$ cat config.mk
export PLATFORM = sky130hd
export DESIGN_NAME = dual_port_ram_param
export DESIGN_NICKNAME = d
export VERILOG_FILES = /design/src/rtl/dual_port_ram_param.sv
export SDC_FILE = /design/constraint.sdc
export NUM_CORES = 1
export LEC_CHECK = 0
export ABC_AREA = 1
export CAP_MARGIN = 20
export CORE_MARGIN = 2
export CORE_UTILIZATION = 56
export CTS_CLUSTER_SIZE = 30
export DETAILED_ROUTE_END_ITERATION = 8
export PLACE_DENSITY_LB_ADDON = 0.08
export SLEW_MARGIN = 20
export SYNTH_ARGS = -nofsm -noshare
export SYNTH_HDL_FRONTEND = slang
export SYNTH_SLANG_ARGS = --single-unit
$ cat constraint.sdc
create_clock -name clk -period 2.15 [get_ports clk]
set_input_delay 0.215 -clock clk [delete_from_list [all_inputs] [get_ports clk]]
set_output_delay 0.215 -clock clk [all_outputs]
set_load 0.05 [all_outputs]
$ cat src/rtl/dual_port_ram_param.sv
// -----------------------------------------------------------------------------
// dual_port_ram_param
//
// True dual-port RAM with a single clock, a self-clearing power-up sequence
// and same-address conflict detection.
//
// After reset the block runs an INIT sequence that writes zero to every
// address, one per cycle, for DEPTH cycles. While INIT runs, init_busy is high
// and all port requests are ignored. In READY both ports may read or write
// independently:
//   - A read (rd_en=1, wr_en=0) returns registered data one cycle later,
//     together with a one-cycle rd_valid pulse. rd_data holds otherwise.
//   - A write with rd_en also set is a plain write; no read is returned.
//   - Both ports writing the same address: only the PRIORITY_A winner stores.
//   - Any same-address write/write or read/write pair pulses collision one
//     cycle later. Two reads of the same address are not a collision.
//
// Optional feature (compile-time macro RDW_FORWARD_EN):
//   defined   -> a cross-port read of an address written in the same cycle
//                returns the new write data.
//   undefined -> that read returns the previously stored data.
//
// Parameters:
//   DATA_W      word width in bits
//   ADDR_W      address width; DEPTH = 2**ADDR_W
//   PRIORITY_A  write-write winner: 1 = port A, 0 = port B
//
// Ports:
//   clk                   rising-edge clock
//   rst_n                 asynchronous active-low reset
//   wr_enA / wr_enB       per-port write request
//   rd_enA / rd_enB       per-port read request
//   addr_A / addr_B       per-port address
//   wr_dataA / wr_dataB   per-port write data
//   rd_dataA / rd_dataB   registered read data
//   rd_validA / rd_validB one-cycle pulse marking new read data
//   collision             one-cycle pulse after a same-address conflict
//   init_busy             high while the clear sequence runs
// -----------------------------------------------------------------------------
module dual_port_ram_param #(
    parameter int DATA_W     = 8,
    parameter int ADDR_W     = 4,
    parameter int PRIORITY_A = 1
) (
    input  logic              clk,
    input  logic              rst_n,
    input  logic              wr_enA,
    input  logic              wr_enB,
    input  logic              rd_enA,
    input  logic              rd_enB,
    input  logic [ADDR_W-1:0] addr_A,
    input  logic [ADDR_W-1:0] addr_B,
    input  logic [DATA_W-1:0] wr_dataA,
    input  logic [DATA_W-1:0] wr_dataB,
    output logic [DATA_W-1:0] rd_dataA,
    output logic [DATA_W-1:0] rd_dataB,
    output logic              rd_validA,
    output logic              rd_validB,
    output logic              collision,
    output logic              init_busy
);

    localparam int DEPTH = 2 ** ADDR_W;
    localparam logic [ADDR_W-1:0] LAST_ADDR = ADDR_W'(DEPTH - 1);
    localparam bit A_WINS = (PRIORITY_A != 0);

    typedef enum logic {
        INIT  = 1'b0,
        READY = 1'b1
    } state_t;

    state_t            state;
    state_t            next_state;
    logic [ADDR_W-1:0] init_cnt;
    logic [DATA_W-1:0] mem [DEPTH];

    // -------------------------------------------------------------------------
    // FSM state register and clear counter
    // -------------------------------------------------------------------------
    // NOTE: sequential state is updated with non-blocking assignments so every
    // flop samples its inputs from the same pre-edge values.
    always_ff @(posedge clk or negedge rst_n) begin
        if (!rst_n) begin
            state    <= INIT;
            init_cnt <= '0;
        end else begin
            state <= next_state;
            // The counter stops at the last address instead of wrapping.
            if (state == INIT && init_cnt != LAST_ADDR) begin
                init_cnt <= init_cnt + 1'b1;
            end
        end
    end

    // NOTE: every signal driven here gets a default first, so no path through
    // the block can leave it unassigned and infer a latch.
    always_comb begin
        next_state = state;
        init_busy  = 1'b0;
        unique case (state)
            INIT: begin
                init_busy = 1'b1;
                if (init_cnt == LAST_ADDR) begin
                    next_state = READY;
                end
            end
            READY: begin
                next_state = READY;
            end
            default: begin
                next_state = INIT;
            end
        endcase
    end

    // -------------------------------------------------------------------------
    // Request qualification
    // -------------------------------------------------------------------------
    logic ready;
    logic same_addr;
    logic we_a;
    logic we_b;
    logic rd_a;
    logic rd_b;
    logic coll_now;

    assign ready     = (state == READY);
    assign same_addr = (addr_A == addr_B);

    // On a same-address double write, the losing port's enable is dropped.
    assign we_a = ready && wr_enA && !(wr_enB && same_addr && !A_WINS);
    assign we_b = ready && wr_enB && !(wr_enA && same_addr &&  A_WINS);

    // A write on the same port takes precedence over its read.
    assign rd_a = ready && rd_enA && !wr_enA;
    assign rd_b = ready && rd_enB && !wr_enB;

    assign coll_now = ready && same_addr &&
                      ((wr_enA && wr_enB) || (rd_a && wr_enB) || (rd_b && wr_enA));

    // -------------------------------------------------------------------------
    // Read data selection (read-during-write behaviour)
    // -------------------------------------------------------------------------
    logic [DATA_W-1:0] next_rd_a;
    logic [DATA_W-1:0] next_rd_b;

`ifdef RDW_FORWARD_EN
    // A reading port is never writing, so a cross-port write to the same
    // address is necessarily the winning write and can be forwarded directly.
    assign next_rd_a = (we_b && addr_B == addr_A) ? wr_dataB : mem[addr_A];
    assign next_rd_b = (we_a && addr_A == addr_B) ? wr_dataA : mem[addr_B];
`else
    assign next_rd_a = mem[addr_A];
    assign next_rd_b = mem[addr_B];
`endif

    // -------------------------------------------------------------------------
    // Storage array
    // -------------------------------------------------------------------------
    // NOTE: the array has no reset branch; it is cleared by the INIT sequence,
    // which lets it map onto RAM primitives that cannot be reset.
    always_ff @(posedge clk) begin
        if (state == INIT) begin
            mem[init_cnt] <= '0;
        end else begin
            if (we_a) begin
                mem[addr_A] <= wr_dataA;
            end
            if (we_b) begin
                mem[addr_B] <= wr_dataB;
            end
        end
    end

    // -------------------------------------------------------------------------
    // Registered outputs
    // -------------------------------------------------------------------------
    always_ff @(posedge clk or negedge rst_n) begin
        if (!rst_n) begin
            rd_dataA  <= '0;
            rd_dataB  <= '0;
            rd_validA <= 1'b0;
            rd_validB <= 1'b0;
            collision <= 1'b0;
        end else begin
            rd_validA <= rd_a;
            rd_validB <= rd_b;
            collision <= coll_now;
            if (rd_a) begin
                rd_dataA <= next_rd_a;
            end
            if (rd_b) begin
                rd_dataB <= next_rd_b;
            end
        end
    end

endmodule

* Word level (Yosys, flattened, before mapping) *
Memory sizes are Yosys's and may differ from the RTL's. A register that Yosys moved wholly into a read port is not among the register bits.
Cells that the tools add are included.

word-level totals
  flip-flop bits (word level) = 8
  bits in writable memories = 128
  bits of input ports = 30
  output and inout port bits = 20
  word-level logic and storage cells = 45
  memories = 1

cells by class
  add/sub/neg operators = 1
  equal/unequal tests = 3
  multiplexer cells = 12
  bitwise logic cells = 1
  reduce and logical (&&, ||, !) cells = 22

memories
  name  words  width  read ports  clocked after Yosys merged registers in  wr ports  RTL line  source
  mem   16     8      2           2                                        2         75        logic [DATA_W-1:0] mem [DEPTH];

operators by type and width
  kind                                                            number
  1-bit logical AND                                               14
  1-bit two-way mux                                               9
  8-bit two-way mux                                               1
  8-bit OR reduction                                              1
  1-bit zero test                                                 5
  4-bit by 1-bit adder with 4-bit output (second input constant)  1
  4-bit == test                                                   1
  4-bit == test (second input constant)                           1
  4-bit two-way mux                                               1
  4-bit != test (second input constant)                           1
  1-bit logical OR                                                2
  1-bit one-hot mux with 2 select lines                           1
  1-bit NOT                                                       1

* Logic depth before layout (Yosys ltp) *
  depth after elaboration = 7
  mapped depth = 12
  depth with buffers taken out = 9

* Worst setup path after synthesis *
OpenSTA, ideal clock, no wires.

  path type = register to register
  from = register state, in the netlist ready
  to = memory mem[2][0] (enable)
  setup time = 0.384 ns
  data arrival time = 1.724 ns
  data required time = 1.766 ns
  path slack = 0.042 ns
  cell stages (with the launch flop) = 8
  path buffers = 2
  clock period less this slack = 2.108 ns
  path through = dfrtp_1 -> buf_2 -> nand2_2 -> buf_6 -> nand2_1 -> o21ai_1 -> nand3_1 -> o21ai_0

RTL lines
  item                    RTL line  source
  start, declared         72        state_t state;
  start signal, assigned  87        state <= next_state;
  end, declared           75

* Worst setup path in the final report *
  from = register state, in the netlist ready
  to = output init_busy

between the ends
  cells in the longest elaborated chain, start to end = 1

RTL lines
  item               RTL line  source
  1-bit two-way mux  100       unique case (state)
  end, declared      60        output logic init_busy

Every way passes these cells.

==> summary.md <==
| Metric | Value |
|---|---|
| Count of mapped cells out of synthesis | 1406 |
| TritonCTS clock tree | built |
| Antenna Nets Post-Route | 0 |
| CP Launch Point | ready |
| Area share of the leading cell type in the synthesized netlist | 37.5% |
| Count of unresolved DRC violations after routing | 0 |
| IO Pins | 50 |
| Flip-flop and latch count after synthesis | 152 |
| Starting utilization of the core area | 57.0% |
| Pre-CTS WS | -81.6 ps |
| Required @ worst endpoint | 1930 ps |
| Synthesis-to-layout area growth | 18.8% |
| Minimum hold slack | 139 ps |
| HPWL after DPL | 24.7 mm |
| Placed Cells incl. Taps | 1698 |
| Clock Root Buffer | sky130_fd_sc_hd__clkbuf_16 |
| Syn Std Cell Area | 10200 µm² |
| End point of the critical path | init_busy |
| Count of standard-cell rows | 49 |
| Post-CTS setup buffers | 0 |
| Critical R2R Capture | mem[0][6] |
| Clock-pin slew of the registers on the worst-case setup and hold paths | 60 ps |
| CORE AREA | 18000 µm² |
| Mapped Avg Cell Area | 7.28 µm² |
| Total Nets Final | 1519 |
| Most area-consuming cells after synthesis | sky130_fd_sc_hd__edfxtp_1 38%, sky130_fd_sc_hd__nand2_1 27%, sky130_fd_sc_hd__nand4_1 8.4% |
| Slew Limit Headroom | 22.3% |
| Per-cell via count in the routed design | 6.04 |
| Number of vias in the routed layout | 10452 |
| Minimum clock period | 2090 ps |
| Worst path setup slack after routing | 58.2 ps |
| Pin count of the biggest net entering global routing | 49 |
| Data arrival, critical path | 1880 ps |
| Number of global-route vias before repair | 9385 |
| Clock buffer depth | 2 |
| GRT Residual Overflow | 0 |
| Max Transition Viols Final | 0 |
| First-pass GRT wire length | 55.0 mm |
| Final Cycle Share | 97.3% |
| Relative contribution of the clock network to total power | 38.5% |
| Layout cell share with drive strength beyond 1 | 13.6% |
| Sw power | 2240 µW |
| H-tree level count | 4 |
| Post-Route WL | 36.2 mm |
| Total power density per cell area | 642 nW/µm² |
| Number of warnings issued by yosys | 0 |
| Final instance area | 12200 µm² |
| Startpoint type of the worst setup path | flop |
| Later-pin clock latency in the skew report | 430 ps |
| Yosys top cell by area | sky130_fd_sc_hd__edfxtp_1 |
| Final Instance Count excl. Fillers | 1730 |
| Internal reg-to-reg setup slack | 160 ps |
| Number of design-rule violations left by the first detailed-router iteration | 1340 |
| Portion of total power attributed to combinational logic | 18.9% |
| Crit Path Category | flop to output port |
| Setup violation total in the final timing report | 0 |
| Final hold vios | 0 |
| Number of max-capacitance violations reported | 0 |
| Number of library cell types mapped by synthesis | 28 |
| Worst vdd rail ir drop | 0.575 mV |
| Slew at the pin closest to its max-slew limit | 1160 ps |
| Worst hold path type | primary input to async pin |
| Number of CTS-inserted buffers | 17 |
| Total GRT Usage | 37.6% |
| Overall power of the completed layout | 7810 µW |
| Cts-stage hold buffer count | 0 |
| Antenna diode count | 0 |
| Area post-placement | 11600 µm² |
| Category of the worst setup path capture point | output port |
| Width of the chip | 139 µm |
| Clock sink total | 152 |
| Worst reg-to-reg path cell count | 5 |
| Final RePlAce weighted congestion | 1.00 |
| Proportion of power drawn by flip-flops and latches | 42.6% |
| Antenna violations before repair | 0 |
| RSZ-0062 raised after global routing | false |
| Beginning of the worst register-to-register path | ready |
| Fraction of the yosys area taken by sequential cells | 43.4% |
| Die Footprint | 19400 µm² |
| Clock skew after layout | 8.55 ps |
| Number of nets produced by synthesis | 1437 |
| # resized after CTS | 0 |
| Worst-path fanout max | 6 |
| Chip height | 139 µm |
| Result of the run | finished clean |
| Internal | 5570 µW |
| Buffers on Ports | 49 |
| Filler Cell Count | 1534 |
| Detailed Routing Iterations Pass 1 | 7 |
| Detailed-route wire length per cell | 20.9 µm |
| Leakage power summed over all cells | 0.00561 µW |
| Switching share of power | 28.6% |
| FMAX | 478 MHz |
[power groups by stage]
stage          registers [µW]  clock network, µW  logic, µW
4_1_cts                  3330               3010       1440
5_1_grt                  3330               3120       1570
3_5_place_dp             3390                  0       1430
3_3_place_gp             3380                  0       1420
2_1_floorplan            3540                  0        705
6_report                 3330               3010       1470
[cell type report]
class / instances / area [µm²] / area share, %
multi-input combinational: 1113 / 5120 / 42.1
timing repair buffer: 169 / 1580 / 13.0
clock buffer: 29 / 576 / 4.73
sequential: 152 / 4440 / 36.5
clock inverter: 3 / 22.5 / 0.185
tap: 229 / 287 / 2.35
inverter: 35 / 136 / 1.12
[critical path: stages, from the launching register on]
cell	delay, ps
sky130_fd_sc_hd__dfrtp_1	400
sky130_fd_sc_hd__buf_4	170
sky130_fd_sc_hd__inv_1	70
sky130_fd_sc_hd__clkdlybuf4s50_1	800
[cell usage in the layout (no fill, tap or decap), types with 9 or more instances in the layout]
| master | n |
|---|---|
| sky130_fd_sc_hd__nand2_1 | 733 |
| sky130_fd_sc_hd__nand4_1 | 137 |
| sky130_fd_sc_hd__nand3_1 | 136 |
| sky130_fd_sc_hd__edfxtp_1 | 128 |
| sky130_fd_sc_hd__buf_4 | 104 |
| sky130_fd_sc_hd__clkdlybuf4s50_1 | 47 |
| sky130_fd_sc_hd__nor2_1 | 29 |
| sky130_fd_sc_hd__inv_1 | 26 |
| sky130_fd_sc_hd__dfrtp_1 | 24 |
| sky130_fd_sc_hd__clkbuf_16 | 21 |
| sky130_fd_sc_hd__buf_12 | 16 |
| sky130_fd_sc_hd__nand3_4 | 15 |
| sky130_fd_sc_hd__nor2_2 | 14 |
| sky130_fd_sc_hd__nor2_4 | 13 |
| sky130_fd_sc_hd__o21ai_1 | 13 |
| sky130_fd_sc_hd__o21ai_0 | 9 |
[synth_stat cells]
cell	instances
sky130_fd_sc_hd__nand3_2	2
sky130_fd_sc_hd__ha_1	1
sky130_fd_sc_hd__dfrtp_1	24
sky130_fd_sc_hd__nand3_4	14
sky130_fd_sc_hd__clkinv_1	1
sky130_fd_sc_hd__inv_2	7
sky130_fd_sc_hd__nor2_1	29
sky130_fd_sc_hd__a21oi_1	1
sky130_fd_sc_hd__nor2_2	14
sky130_fd_sc_hd__o21ai_1	13
sky130_fd_sc_hd__clkbuf_4	1
sky130_fd_sc_hd__edfxtp_1	128
sky130_fd_sc_hd__nor2_4	13
sky130_fd_sc_hd__inv_1	26
sky130_fd_sc_hd__buf_4	7
sky130_fd_sc_hd__nand3_1	137
sky130_fd_sc_hd__buf_8	1
sky130_fd_sc_hd__nand2_2	4
sky130_fd_sc_hd__nand4_1	137
sky130_fd_sc_hd__inv_4	1
sky130_fd_sc_hd__xor2_1	6
sky130_fd_sc_hd__buf_2	24
sky130_fd_sc_hd__buf_6	9
sky130_fd_sc_hd__clkbuf_1	45
sky130_fd_sc_hd__buf_1	18
sky130_fd_sc_hd__nand2_1	733
sky130_fd_sc_hd__buf_12	1
sky130_fd_sc_hd__o21ai_0	9
[sequential cells by signal, summed over array words and instances, names as in the netlist]
register	flops
rd_validB	1
mem	128
init_cnt	4
rd_dataB	8
ready	1
collision	1
rd_validA	1
rd_dataA	8
[per-layer routing]
| layer | up-vias | routed length, µm | share of wire, % | global-route usage, % |
|---|---|---|---|---|
| met5 | - | 0 | 0 | 0 |
| met4 | 0 | 1540 | 4.3 | 16.9 |
| met3 | 108 | 4920 | 14 | 9.33 |
| met2 | 777 | 15500 | 43 | 55.1 |
| met1 | 4716 | 14200 | 39 | 53.2 |
| li1 | 4851 | - | - | - |
[worst min path at each step]
stage                     slack, ps     endpoint  cells after the start   startpoint
final                           140  rd_dataB[6]                      2        rst_n
after global routing            160  rd_dataB[6]                      2        rst_n
after CTS                       140  rd_dataB[6]                      2        rst_n
after detailed placement        470  rd_dataA[0]                      2  rd_dataA[0]
after global placement          460  rd_dataA[0]                      2  rd_dataA[0]
after floorplan                 -80    collision                      0        rst_n
[kinds of logic (layout without fill, tap and decap cells)]
group	after synthesis	in the layout	share of synthesized area, %
fa+ha+maj	1	1	0.122
compound gates	23	23	1.12
simple gates	1083	1083	48.1
xor+xnor	6	6	0.513
flops	152	152	43.4
buf+inv	141	236	6.71
[metrics by stage]
step           TNS (ps)  utilization [%]
2_1_floorplan         0                -
3_3_place_gp      -3520             64.4
3_5_place_dp      -4990             64.4
4_1_cts               0             67.7
5_1_grt               0             67.7
6_report              0             67.7
Power figures use the tool's default switching activity.
==> RTL change 1, RTL diff (same settings) <==
Reset style: synchronous (`rst_n`), changed in 2 clocked blocks. Comments in the files are not updated.
--- a/src/rtl/dual_port_ram_param.sv
+++ b/src/rtl/dual_port_ram_param.sv
@@ -79,7 +79,7 @@
     // -------------------------------------------------------------------------
     // NOTE: sequential state is updated with non-blocking assignments so every
     // flop samples its inputs from the same pre-edge values.
-    always_ff @(posedge clk or negedge rst_n) begin
+    always_ff @(posedge clk) begin
         if (!rst_n) begin
             state    <= INIT;
             init_cnt <= '0;
@@ -175,7 +175,7 @@
     // -------------------------------------------------------------------------
     // Registered outputs
     // -------------------------------------------------------------------------
-    always_ff @(posedge clk or negedge rst_n) begin
+    always_ff @(posedge clk) begin
         if (!rst_n) begin
             rd_dataA  <= '0;
             rd_dataB  <= '0;
Function: same outputs for any inputs over 10 cycles, from zero or initial values and one cycle with rst_n low; that may be too few to reach the edited logic, so the function may still have changed.
==> RTL change 1 against the unedited design <==
  * Total power is 9.7% lower
  * Critical endpoint is now mem[14][2]$_DFFE_PP_
  * Setup slack better by 0.0030 ns
  * Non-clock buffer count is 10 higher
  * Area after synthesis hardly changed
  * Sequential share of layout area is 1.1 points lower
  * Sequential cell count stayed put
  * Critical path type is now reg -> reg
  * Final area is 0.27% higher
  * Routed wire length is 3.1% higher
==> RTL change 1: results (changes against the unedited design) <==
metric;value;unit;change
run status;complete, no violations;;
pin count of the biggest net entering global routing;59;;+20%
# clock sinks;152;;unchanged
largest cells by area after synthesis;edfxtp_1 (38%), nand2_1 (20%), nand4_1 (8.4%);;
Yosys cell types;29;;+3.6%
GR met2 Demand/Resource;57.53;%;+2.4 points
P_int;5.101;mW;-8.5%
syn nets;1487;;+3.5%
cell family with most CP delay;simple AND/OR/NAND/NOR gates;;
Met2 Routed Length;16150;µm;+4.0%
sequential power;3.24;mW;-3%
area share of xor/xnor cells in the synthesized design;0.3419;%;-0.17 points
wl on met1;14430;µm;+1.8%
Syn-to-layout area delta;19.05;%;
Layout non-clock buf frac;13.22;%;+0.22 points
placement-stage cell area;11610;µm²;+0.40%
fill count;1591;;+3.7%
actual slew at the worst max-slew pin;1.206;ns;+0.04091 ns
total number of vias;10747;;+2.8%
fin nets;1583;;+4.2%
CP max FO;16;;+10
met1 Usage GRT;55.16;%;+2.0 points
leakage power;5.632;nW;+0.43%
Setup CP Type;reg -> reg;;
vias in the first global route;9568;;+1.9%
comb_multi_in;1051;;-5.6%
Pre-antenna DRT Iters;8;;+1
Reg2Reg Setup Slack;0.06;ns;-0.10 ns
Power Total;7.055;mW;-9.7%
DR WL/cell;20.78;µm;-0.62%
grt met3 use;6.538;%;-2.8 points
R2R Path End;mem[14][2]$_DFFE_PP_;;
r2r startpoint;ready$_SDFF_PN0_;;
Post-synth top cells;nand2_1 (540), inv_1 (150), nand4_1 (137);;
Synth Area in Compound Gates;3.602;%;+2.5 points
register area share after synthesis;42.20;%;-1.2 points
fraction of area in multi-input gates;39.81;%;-2.3 points
post-synthesis adder-cell area fraction;0.1221;%;about the same
Port Buffers;49;;unchanged
Seq/total area;35.45;%;-1.1 points
Met3 Routed Length;4928;µm;+0.12%
CP peak stage delay;0.92;ns;+0.12 ns
maximum VDD drop;0.5771;mV;+0.44%
Async SR Flop Fraction;0;%;-16 points
drt initial violations;1754;;+31%
Inverters excl. clock;151;;+330%
Critical-path top delay cell;nor2_2;;
Signal buffers;179;;+5.9%
clk_skew;0.01191;ns;+0.003359 ns
clk pwr;2.90;mW;-4%
## RTL change 1: per-stage QoR
stage	TNS (ns)	worst slack [ns]	hold slack (ns)	cells
3_3_place_gp	-28.49	-0.2041	0.5012	1760
2_1_floorplan	0	0.03033	0.2933	1456
4_1_cts	0	0.02729	0.3049	1792
6_report	0	0.06117	0.3018	1794
3_5_place_dp	-31.80	-0.2490	0.5158	1760
5_1_grt	0	0.004102	0.3593	1794
## RTL change 1: cell families (layout without fill, tap and decap cells)
group,count (synthesis),in the layout
AO/OA/AOI/OAI,73,73
flip-flops,152,152
buffers and inverters,253,362
adder cells (fa/ha/maj),1,1
AND/OR/NAND/NOR,973,973
XOR/XNOR,4,4
## RTL change 1: worst register-to-register path: cells and delay by family, from the launching register on
kind	cells	cell delay (ns)
AND/OR/NAND/NOR	4	1.35
flip-flops	1	0.35
buffers and inverters	1	0.25
## RTL change 1: what timing repair did
item | 4_1_cts | 5_1_grt
setup endpoints to repair | 0 | 1
gates resized for setup | 0 | 1
endpoints found under the hold margin | 0 | 0
==> RTL change 2, RTL diff (same settings) <==
Made on the original files. Change the parameter `ADDR_W` from 4 to 5.
--- a/src/rtl/dual_port_ram_param.sv
+++ b/src/rtl/dual_port_ram_param.sv
@@ -39,7 +39,7 @@
 // -----------------------------------------------------------------------------
 module dual_port_ram_param #(
     parameter int DATA_W     = 8,
-    parameter int ADDR_W     = 4,
+    parameter int ADDR_W     = 5,
     parameter int PRIORITY_A = 1
 ) (
     input  logic              clk,
Ports: changed (resized addr_A and addr_B); port bits go from 50 to 52. The function was not compared with the original's and may differ.
==> RTL change 2 against the unedited design <==
  * Final area up 92%
  * Worst hold slack got worse by 0.087 ns
  * Non-clock buffer count increased by 155
  * Synthesized cell count increased by 84%
  * Setup slack improved by 0.039 ns
  * Die area rose by 89%
  * Area after synthesis increased by 92%
  * Routed wire length grew 110%
  * Sequential power grew 83%
  * Total power is 82% higher
  * Fmax rose by 1.9%
  * Sequential cell count increased by 129
  * Utilization about the same
  * Combinational power rose by 78%
  * Critical path type is now reg -> reg
  * Largest power group unchanged
==> RTL change 2: results (changes against the unedited design) <==
metric;value;unit;change
run status;complete, no violations;;
largest cells by area after synthesis;edfxtp_1 (39%), nand2_1 (23%), nand3_1 (9.5%);;
CP max FO;11;;+5
DR WL/cell;24.05;µm;+15%
Inverters excl. clock;59;;+69%
H-Tree Depth;2;;-2
drt initial violations;2915;;+120%
Critical Path AT;2.29;ns;+0.41 ns
clk tree area frac;4.512;%;-0.40 points
grt met3 use;10.04;%;+0.72 points
Vias/cell;6.365;;+5.4%
Met2 Routed Length;32980;µm;+110%
CP peak stage delay;0.44;ns;-0.36 ns
Post-synth top cells;nand2_1 (1201), nand3_1 (371), nand4_1 (290);;
number of buffers created by CTS;34;;+17
wl on met1;28510;µm;+100%
P_int;10.06;mW;+81%
Worst Hold Slack;0.05185;ns;-0.08683 ns
Seq/total area;35.52;%;-1.0 points
comb_multi_in;2033;;+83%
fin nets;2767;;+82%
maximum VDD drop;0.5941;mV;+3.4%
pin count of the biggest net entering global routing;56;;+14%
Yosys cell types;35;;+25%
gp weighted congestion;1.035;;+3.1%
==> RTL change 2: cell types whose count changed after synthesis, sizes merged, moves of 9 or more <==
cell / change
or2: +9
buf: +66
nor2: +12
nand2: +467
clkbuf: +41
nand4: +153
nand3: +250
edfxtp: +128
nor3: +9
o21ai: +17
inv: +23
==> RTL change 2: stage by stage <==
step	TNS [ns]	cell area, µm²	std cells	setup slack (ns)
final	0	23410	3213	0.09760
after global placement	-96.91	22340	3152	-0.3501
after detailed placement	-128.83	22340	3152	-0.4011
after CTS	0	23400	3213	0.01312
after floorplan	-4.268	19680	2586	-0.09256
after global routing	0	23410	3213	0.01932
==> RTL change 2: logic make-up after synthesis <==
group	synth area share, %
XOR/XNOR	0.3123
AND/OR/NAND/NOR	49.47
flip-flops	42.34
adder cells (fa/ha/maj)	0.1274
buffers and inverters	6.685
AO/OA/AOI/OAI	1.064
